File: config.mk
export PLATFORM = sky130hd
export DESIGN_NAME = shift_sequencer
export DESIGN_NICKNAME = d
export VERILOG_FILES = /design/src/rtl/shift_sequencer.sv
export SDC_FILE = /design/constraint.sdc
export NUM_CORES = 1
export LEC_CHECK = 0
export ABC_AREA = 0
export CAP_MARGIN = 20
export CORE_MARGIN = 2
export CORE_UTILIZATION = 55
export CTS_CLUSTER_DIAMETER = 200
export DETAILED_ROUTE_END_ITERATION = 12
export PLACE_DENSITY_LB_ADDON = 0.15
export SETUP_SLACK_MARGIN = 0.2
export SKIP_CTS_REPAIR_TIMING = 1
export SLEW_MARGIN = 5
export SYNTH_ARGS = -nofsm -noshare
export SYNTH_HDL_FRONTEND = slang
export SYNTH_SLANG_ARGS = --single-unit
File: constraint.sdc
create_clock -name clk -period 4.4 [get_ports clk]
set_clock_uncertainty 0.2 [all_clocks]
set_input_delay 1.32 -clock clk [delete_from_list [all_inputs] [get_ports clk]]
set_output_delay 1.32 -clock clk [all_outputs]
set_load 0.05 [all_outputs]
File: src/rtl/shift_sequencer.sv
// Multi-cycle 16-bit shifter: one shift stage per clock (8, 4, 2, 1), fixed CNT_W-cycle latency,
// valid/ready on both sides, synchronous flush from pipeline squash.
module shift_sequencer #(
    parameter int unsigned CNT_W = 4,
    localparam int unsigned WIDTH = 2 ** CNT_W
) (
    input  logic             clk,
    input  logic             rst,
    input  logic             flush,
    input  logic             in_valid,
    output logic             in_ready,
    input  logic [WIDTH-1:0] In,
    input  logic [CNT_W-1:0] Cnt,
    input  logic [1:0]       Op,
    output logic             out_valid,
    input  logic             out_ready,
    output logic [WIDTH-1:0] Out,
    output logic             busy
);

    localparam int unsigned KW = (CNT_W > 1) ? $clog2(CNT_W) : 1;

    localparam logic [1:0] OpRol = 2'b00;
    localparam logic [1:0] OpSll = 2'b01;
    localparam logic [1:0] OpSra = 2'b10;
    localparam logic [1:0] OpSrl = 2'b11;

    typedef enum logic [1:0] {StIdle, StShift, StDone} state_e;

    state_e           state_q, state_d;
    logic [WIDTH-1:0] out_q, out_d;
    logic [CNT_W-1:0] cnt_q, cnt_d;
    logic [1:0]       op_q, op_d;
    logic [KW-1:0]    k_q, k_d;

    int unsigned      shamt;
    logic [WIDTH-1:0] stage_val;

    // Single shift stage; the amount is the power of two selected by the stage index.
    always_comb begin
        shamt     = 32'd1 << k_q;
        stage_val = out_q;
        unique case (op_q)
            OpRol: stage_val = (out_q << shamt) | (out_q >> (WIDTH - shamt));
            OpSll: stage_val = out_q << shamt;
            OpSra: stage_val = $signed(out_q) >>> shamt;
            OpSrl: stage_val = out_q >> shamt;
            default: stage_val = out_q;
        endcase
    end

    always_comb begin
        state_d = state_q;
        out_d   = out_q;
        cnt_d   = cnt_q;
        op_d    = op_q;
        k_d     = k_q;
        if (flush) begin
            state_d = StIdle;
            k_d     = '0;
        end else begin
            unique case (state_q)
                StIdle: begin
                    if (in_valid) begin
                        out_d   = In;
                        cnt_d   = Cnt;
                        op_d    = Op;
                        k_d     = KW'(CNT_W - 1);
                        state_d = StShift;
                    end
                end
                StShift: begin
                    if (cnt_q[k_q]) begin
                        out_d = stage_val;
                    end
                    if (k_q == '0) begin
                        state_d = StDone;
                    end else begin
                        k_d = k_q - KW'(1);
                    end
                end
                StDone: begin
                    if (out_ready) begin
                        state_d = StIdle;
                    end
                end
                default: state_d = StIdle;
            endcase
        end
    end

    always_ff @(posedge clk or posedge rst) begin
        if (rst) begin
            state_q <= StIdle;
            out_q   <= '0;
            cnt_q   <= '0;
            op_q    <= '0;
            k_q     <= '0;
        end else begin
            state_q <= state_d;
            out_q   <= out_d;
            cnt_q   <= cnt_d;
            op_q    <= op_d;
            k_q     <= k_d;
        end
    end

    assign in_ready  = (state_q == StIdle);
    assign out_valid = (state_q == StDone);
    assign busy      = (state_q != StIdle);
    assign Out       = out_q;

endmodule

### Word level (Yosys, flattened, before mapping)

Cells that the tools add are included.

| word-level totals | value |
|---|---|
| flip-flop bits (word level) | 26 |
| bits in latches | 0 |
| RAM bits | 0 |
| ROM bits | 0 |
| input bits | 27 |
| output and inout bits | 19 |
| memories kept | 0 |

| cells by class | value |
|---|---|
| add/subtract/negate cells | 2 |
| $mul | 0 |
| divide/modulo/power cells | 0 |
| magnitude comparators | 1 |
| eq/ne operators | 11 |
| shifts and indexed selects | 5 |
| multiplexer cells | 15 |
| bitwise gates (word level) | 2 |
| reduce and logical (&&, ||, !) cells | 10 |

Operators with widths:

| operator | count |
|---|---|
| case mux 16 bit (4 select lines) | 1 |
| right shift 16 x 32 -> 16 bit | 2 |
| 2-to-1 mux 16 bit | 2 |
| case mux 16 bit (2 select lines) | 1 |
| << shifter 1 x 2 -> 32 bit (first input constant) | 1 |
| << shifter 16 x 32 -> 16 bit | 1 |
| >>> shifter 16 x 32 -> 16 bit | 1 |
| subtractor 5 x 32 -> 32 bit (first input constant) | 1 |
| bitwise OR 16 bit | 1 |
| 2-to-1 mux 2 bit | 7 |
| != test 3 bit (second input constant) | 3 |
| AND reduction 3 bit | 3 |
| == test 2 bit (second input constant) | 3 |
| zero test 2 bit | 3 |
| case mux 2 bit (3 select lines) | 1 |
| == test 2 x 1 -> 1 bit (second input constant) | 2 |
| != test 2 bit (second input constant) | 2 |
| case mux 2 bit (2 select lines) | 1 |
| AND reduction 4 bit | 1 |
| nonzero test 2 bit | 2 |
| less-than comparator 2 x 3 -> 1 bit (second input constant) | 1 |
| != test 3 x 2 -> 1 bit (second input constant) | 1 |
| nonzero test 3 bit | 1 |
| binary-select mux 1 bit (select 2 bit) | 1 |
| other kinds (3) | 3 |

### Logic depth before layout (Yosys ltp)

Gate-level depths: netlist of the first run.

| logic depth | value |
|---|---|
| word-level depth | 7 |
| depth in mapped cells | 11 |

### Least setup slack after synthesis of the first run

No wires, ideal clock.

| timing | value |
|---|---|
| path kind | reg2out |
| start | reg state_q[0] |
| end | out in_ready |
| arrival time | 1.286 ns |
| data required time | 2.880 ns |
| slack | 1.594 ns |
| cell stages (with the launch flop) | 4 |
| buffers on the path | 1 |
| cells stage by stage | dfrtp_1 > buf_2 > or2_2 > inv_1 |

| on the way | value |
|---|---|
| word-level cells in the longest chain between the ends | 1 |

RTL lines:

| what | RTL line | RTL |
|---|---|---|
| start, declared | 30 | `state_e state_q, state_d;` |
| start signal, assigned | 94 | `state_q <= StIdle;` |
| start signal, assigned | 100 | `state_q <= state_d;` |
| zero test 2 bit | 108 | `assign in_ready = (state_q == StIdle);` |
| end, declared | 11 | `output logic in_ready,` |

No other way between the ends.

### Final worst setup path of the first run

Ends and elaborated chain as after synthesis.

==> metrics.md, run 1 <==
| Metric | Value |
|---|---|
| Avg Inst Size Synth | `8.30 um^2` |
| Post-route ant nets | `0` |
| Drt wl/cell | `about 22 um` |
| Total core area | `5890 um^2` |
| DRC viols | `0` |
| Period utilisation layout | `79.4%` |
| Status | `completed` |
| Final Cell Area | `3840 um^2` |
| Min Clock Period, post-route | `3500 ps` |
| Fraction of layout cells with a size suffix above 1 | `14.6%` |
| Pin count of the biggest net entering global routing | `36` |
| VDD IR max | `approximately 360 uV` |
| Setup TNS | `0 ps` |
| Worst slew pin tran | `around 1000 ps` |
| Detail Placement HPWL | `around 7.9 mm` |
| Root buf cell | `clkbuf_8` |
| CTS Buf Count | `3` |
| Startpoint types | `flop` |
| Dpl cell area | `3750 um^2` |
| Die height | `81.7 um` |
| Final setup fails | `0` |
| Crit path arrival time | `1980 ps` |
| Area of the mapped netlist | `3320 um^2` |
| Met2 Resource Use GR | `53.2%` |
| Post-synth EDFFs | `0` |
| Max-cap violations | `0` |
| Worst slew margin | `32.4%` |
| I/O Pins | `46` |
| Initial detailed-routing violation count | `just under 500` |
| Initial antenna violation count | `0` |
| GRT busiest layer | `met2` |
| Crit path kind | `flop to primary output` |
| Worst reg2reg path depth | `9` |
| Die ar. | `6670 um^2` |
| Vias per cell | `7.03` |
| Drt first pass iters | `7` |
| RSZ-0062 raised after global routing | `false` |
| Pwr Density | `553 nW/um^2` |
| Routability Congestion | `1.00` |
| Yosys Warn Count | `0` |
| Crit. End Element | `primary output` |
| Placed Instances | `495` |
| Post-Syn Nets | `434` |
| Leak | `1.58 nW` |
| Die width | `81.7 um` |
| Clk sink count | `26` |
| Ys async rst share | `100%` |
| First-pass GRT wire length | `17.5 mm` |
| Initial Util | `56.4%` |
| Routed wire length | `11.0 mm` |
| Clk_lat worst skew | `~280 ps` |
| Longest Clk Path Bufs | `2` |
| CTS tree | `yes` |
| Max-slew violations | `0` |
| Antenna Diode Count | `0` |
| Final hold vios | `0` |
| Overflow after GRT | `0` |
| Post-synthesis cell count | `400` |
| PortBufs | `45` |
| Most used DFF post-synth | `dfrtp_1` |
| CP Max Fanout | `10` |
| Req. time, crit path | `2880 ps` |
| Hold Path Stages | `1` |
| Synth Register Bits | `26` |
| Clock transition at path regs | `~90 ps` |
| Sequential share of the synthesized area | `19.6%` |
| Area growth syn-to-layout | `15.5%` |
| H-tree Lvls | `1` |
| GRT met1 Usage | `49.7%` |
| Vias | `3515` |
| Fin cells | `500` |
| Layout Nets | `460` |
| GR Util met3 | `between 6 and 7%` |
| Vias in the first global route | `3344` |
| Total GRT Usage | `approximately a third` |
| Yosys cell types | `65` |
| Hold crit path type | `flop to flop` |
| Row Count | `28` |
| Fmax | `0.286 GHz` |
-- sequential cells by signal (all words and copies together) (netlist names) --
name	flops
k_q	2
state_q	2
cnt_q	4
Out	16
op_q	2
-- routing by layer --
metal / up-vias / share of wire (%)
met5: - / 0
met2: 292 / 45
met4: 0 / 2.3
met1: 1641 / 40
li1: 1545 / -
met3: 37 / 13
-- critical path, stage by stage (launching register included) --
cell             delay, ps
dfrtp_1                490
or2_2                  340
inv_1                   60
clkdlybuf4s50_1        810
-- path summary, 6_finish.rpt --
check                                 from       end  slack (ps)
max in group asynchronous              rst   Out[14]        2440
worst min register to register    cnt_q[3]  cnt_q[3]         320
min in group asynchronous              rst    Out[4]        1120
worst min-delay path              cnt_q[3]  cnt_q[3]         320
worst max register to register      k_q[0]   Out[11]         940
worst max-delay path            state_q[0]  in_ready         900
-- cell usage in the layout, fill, tap and decap left out, drive strengths merged, types with 3 or more instances in the layout --
master         netlist  routed
clkdlybuf4s50        0      45
nor2                42      42
mux2i               39      39
nand2               29      29
o21ai               28      28
dfrtp               26      26
a21oi               25      25
mux2                23      23
buf                 19      14
a211oi              13      13
inv                 13      13
nor3                10      10
mux4                 9       9
nor2b                8       8
nand2b               8       8
nand3                8       8
ha                   7       7
and2                 6       6
a22oi                5       5
a31oi                5       5
o31ai                4       4
a22o                 4       4
clkbuf              19       4
a221o                3       3
a221oi               3       3
o211a                3       3
a2111oi              3       3
o211ai               3       3
o311ai               3       3
-- power breakdown --
part	internal [mW]	total (mW)	switching [mW]	leakage [nW]
Clock	0.0802	0.158	0.0782	0.0288
Sequential	0.307	0.513	0.206	0.317
Combinational	0.600	1.45	0.852	1.23
Total	0.986	2.12	1.14	1.58
-- logic make-up (layout without fill, tap and decap cells) --
kind of cell,after synthesis,after routing,share of synthesized area (%)
flip-flops,26,26,19.6
AO/OA/AOI/OAI,123,123,25.8
adder cells (fa/ha/maj),7,7,2.64
buffers and inverters,51,76,7.76
XOR/XNOR,1,1,0.829
AND/OR/NAND/NOR,121,121,17.0
multiplexers,71,71,26.4
-- synthesized netlist by cell type, drive strengths merged, types with 3 or more instances --
cell,number,area [um^2]
a221o,3,30.0
ha,7,87.6
a21oi,25,129
a221oi,3,26.3
nor2,42,158
nand2b,8,50.1
mux2,23,267
buf,19,138
mux2i,39,403
and2,6,37.5
o31ai,4,30.0
a2111oi,3,27.5
nand3,8,45.0
o311ai,3,26.3
nand2,29,109
o21ai,28,140
a22o,4,35.0
a211oi,13,97.6
o211ai,3,27.5
a31oi,5,31.3
nor2b,8,50.1
mux4,9,206
o211a,3,30.0
a22oi,5,37.5
inv,13,48.8
nor3,10,50.1
dfrtp,26,651
clkbuf,19,71.3
-- layout make-up --
| type | instances | area, um^2 |
|---|---|---|
| well taps | 75 | 93.8 |
| inverters | 13 | 48.8 |
| clock buffers | 4 | 55.1 |
| fillers | 528 | 2050 |
| repair buffers | 59 | 576 |
| flip-flops and latches | 26 | 651 |
| multi-input cells | 323 | 2410 |
-- through the flow --
step / power [mW] / util (%) / setup WS, ps / hold WS (ps)
floorplan: 1.50 / - / 1590 / 275
global placement: 1.90 / 63.8 / 1050 / 298
detailed placement: 1.91 / 63.8 / 949 / 299
CTS: 2.08 / 64.7 / 901 / 321
global route: 2.24 / 65.2 / 768 / 345
finish: 2.12 / 65.2 / 904 / 318
Note: power is estimated with default switching activity, not from simulation.
==> inputs of run 2 (changes only) <==
--- a/config.mk
+++ b/config.mk
@@ -8,7 +8,7 @@
 export ABC_AREA = 0
 export CAP_MARGIN = 20
 export CORE_MARGIN = 2
-export CORE_UTILIZATION = 55
+export CORE_UTILIZATION = 51
 export CTS_CLUSTER_DIAMETER = 200
 export DETAILED_ROUTE_END_ITERATION = 12
 export PLACE_DENSITY_LB_ADDON = 0.15
==> constraint.sdc (replaced) <==
create_clock -name clk -period 2.9 [get_ports clk]
set_clock_uncertainty 0.2 [all_clocks]
set_input_delay 0.87 -clock clk [delete_from_list [all_inputs] [get_ports clk]]
set_output_delay 0.87 -clock clk [all_outputs]
set_load 0.05 [all_outputs]
==> run 2 against run 1 <==
Against the previous run:
- core utilization increased by 1.5 points
- first-iteration DRC count increased by 49%
- global-route usage increased by 0.27 points
- worst hold slack got worse by 3.2 ps
- sequential cell count unchanged
- wire length increased by 16%
- critical path type unchanged
- largest cell class unchanged
- highest routed layer unchanged
==> metrics.md, run 2 (synthesis results as in run 1) <==
| Metric | Value |
|---|---|
| I/O Pins | `46 (unchanged)` |
| Total GRT Usage | `35.0% (was 34.7%)` |
| Die ar. | `7170 um^2 (was 6670 um^2)` |
| Crit path arrival time | `1610 ps (was 1980 ps)` |
| CP Max Fanout | `6 (was 10)` |
| Worst setup path start | `Out[2] (was state_q[0])` |
| H-tree Lvls | `1 (unchanged)` |
| Initial antenna violation count | `0 (unchanged)` |
| Crit path kind | `flop to primary output (unchanged)` |
| Hold Startpoint | `cnt_q[1] (was cnt_q[3])` |
| Max-cap violations | `0 (unchanged)` |
| Final setup fails | `0 (unchanged)` |
| Antenna Diode Count | `0 (unchanged)` |
| Reg2reg start | `k_q[1] (was k_q[0])` |
| Fraction of layout cells with a size suffix above 1 | `24.5% (was 14.6%)` |
| Final hold vios | `0 (unchanged)` |
| Max-slew violations | `0 (unchanged)` |
| Commonest non-fill, non-tap cell in the layout | `buf_4 (was clkdlybuf4s50_1)` |
| Hold Worst Slack | `315 ps (was 318 ps)` |
| Critical path's slowest cell | `clkdlybuf4s50_1 (unchanged)` |
| VDD IR max | `624 uV (was 356 uV)` |
| Root buf cell | `clkbuf_8 (unchanged)` |
| Total core area | `6310 um^2 (was 5890 um^2)` |
| First-pass GRT wire length | `19.6 mm (was 17.5 mm)` |
| Row Count | `29 (was 28)` |
| Multi-input combinational cell area | `2480 um^2 (was 2410 um^2)` |
| Layout Nets | `496 (was 460)` |
| Fmax | `around 0.37 GHz` |
| Max FFs per register | `16 (unchanged)` |
| Initial detailed-routing violation count | `729 (was 489)` |
| Vias in the first global route | `3573 (was 3344)` |
| Slowest stage delay, CP | `840 ps (was 810 ps)` |
| Status | `completed (unchanged)` |
| Routed wire length | `12.8 mm (was 11.0 mm)` |
| Die height | `84.7 um (was 81.7 um)` |
| Req. time, crit path | `1830 ps (was 2880 ps)` |
| Hold crit path type | `flop to flop (unchanged)` |
| PortBufs | `45 (unchanged)` |
| Pin count of the biggest net entering global routing | `27 (was 36)` |
| Crit. End Element | `primary output (unchanged)` |
| Longest Clk Path Bufs | `2 (unchanged)` |
| CTS tree | `yes (unchanged)` |
| Dominant delay contributor by cell family on the critical path | `buffers and inverters (unchanged)` |
| Vias | `3762 (was 3515)` |
| Initial Util | `52.6% (was 56.4%)` |
| CTS Buf Count | `3 (unchanged)` |
| Register area | `651 um^2 (unchanged)` |
| Leak | `1.84 nW (was 1.58 nW)` |
| Detail Placement HPWL | `9.32 mm (was 7.91 mm)` |
| Vias per cell | `6.99 (was 7.03)` |
| DRC viols | `0 (unchanged)` |
| Overflow after GRT | `0 (unchanged)` |
| Worst slew pin tran | `555 ps (was 1010 ps)` |
| CP cell instances | `clkdlybuf4s50_1 (was or2_2, inv_1, clkdlybuf4s50_1)` |
| Startpoint types | `flop (unchanged)` |
| Worst slew margin | `63.0% (was 32.4%)` |
| Area growth syn-to-layout | `26.8% (was 15.5%)` |
| Clk sink count | `26 (unchanged)` |
| Setup TNS | `0 ps (unchanged)` |
| Routability Congestion | `1.09 (was 1.00)` |
| Most frequent cells in the layout | `49 x buf_4, 41 x nor2_1, 37 x mux2i_1 (was 45 x clkdlybuf4s50_1, 42 x nor2_1, 38 x mux2i_1)` |
| Pwr Density | `853 nW/um^2 (was 553 nW/um^2)` |
| Min Clock Period, post-route | `between 2000 and 3000 ps` |
| RSZ-0062 raised after global routing | `true (was false)` |
| Period utilisation layout | `92.4%` |
| Final Cell Area | `4210 um^2 (was 3840 um^2)` |
| Clock transition at path regs | `120 ps (was 90 ps)` |
| Post-route ant nets | `0 (unchanged)` |
| Drt wl/cell | `23.7 um (was 22.0 um)` |
| Crit path buf inv count | `1 (was 2)` |
| Die width | `84.7 um (was 81.7 um)` |
| Drt first pass iters | `6 (was 7)` |
| Clk_lat worst skew | `300 ps (was 280 ps)` |
| Dpl cell area | `4030 um^2 (was 3750 um^2)` |
| Fillers | `545 (was 528)` |
-- run 2: cell count changes in the layout (fill, tap and decap cells not counted), moves of 2 or more --
cell             previous run  this run
buf_4                      13        49
clkdlybuf4s50_1            45        35
dlymetal6s2s_1              0         7
ha_1                        7         3
ha_4                        0         3
a2111oi_2                   0         2
buf_6                       0         2
-- run 2: stage by stage --
stage | util (%) | total power, mW | worst slack (ps) | std cells
after floorplan | - | 2.27 | 453 | 400
after global placement | 63.9 | 3.14 | 123 | 533
after detailed placement | 63.9 | 3.15 | 69.0 | 533
after CTS | 64.7 | 3.42 | 50.2 | 537
after global routing | 66.7 | 3.73 | 94.3 | 538
final | 66.7 | 3.59 | 220 | 538
-- run 2: routing by layer --
layer,routed length [um],up-vias,GRT usage (%)
met5,0,-,0
met4,677,0,15.6
met3,1630,78,8.75
met2,5440,326,51.0
met1,5020,1728,48.8
li1,-,1630,-
-- run 2: worst paths after layout --
| kind | slack, ps | depth (start not counted) | endpoint |
|---|---|---|---|
| worst min register to register | 310 | 1 | cnt_q[1] |
| min in group asynchronous | 730 | 3 | Out[6] |
| worst min-delay path | 310 | 1 | cnt_q[1] |
| max in group asynchronous | 1480 | 3 | Out[14] |
| worst max register to register | 220 | 10 | Out[3] |
| worst max-delay path | 220 | 1 | Out[2] |
-- run 2: where the power goes --
group	internal (mW)	total (mW)	switching, mW
sequential	0.468	0.639	0.172
clock	0.122	0.268	0.146
combinational	1.10	2.68	1.58
-- run 2: area by class of cell --
type                       instances  area share [%]
clock buffer                       4            1.31
inverter                          13            1.22
sequential                        26            15.5
tap                               77            2.29
timing repair buffer              95            20.7
multi-input combinational        323            59.0
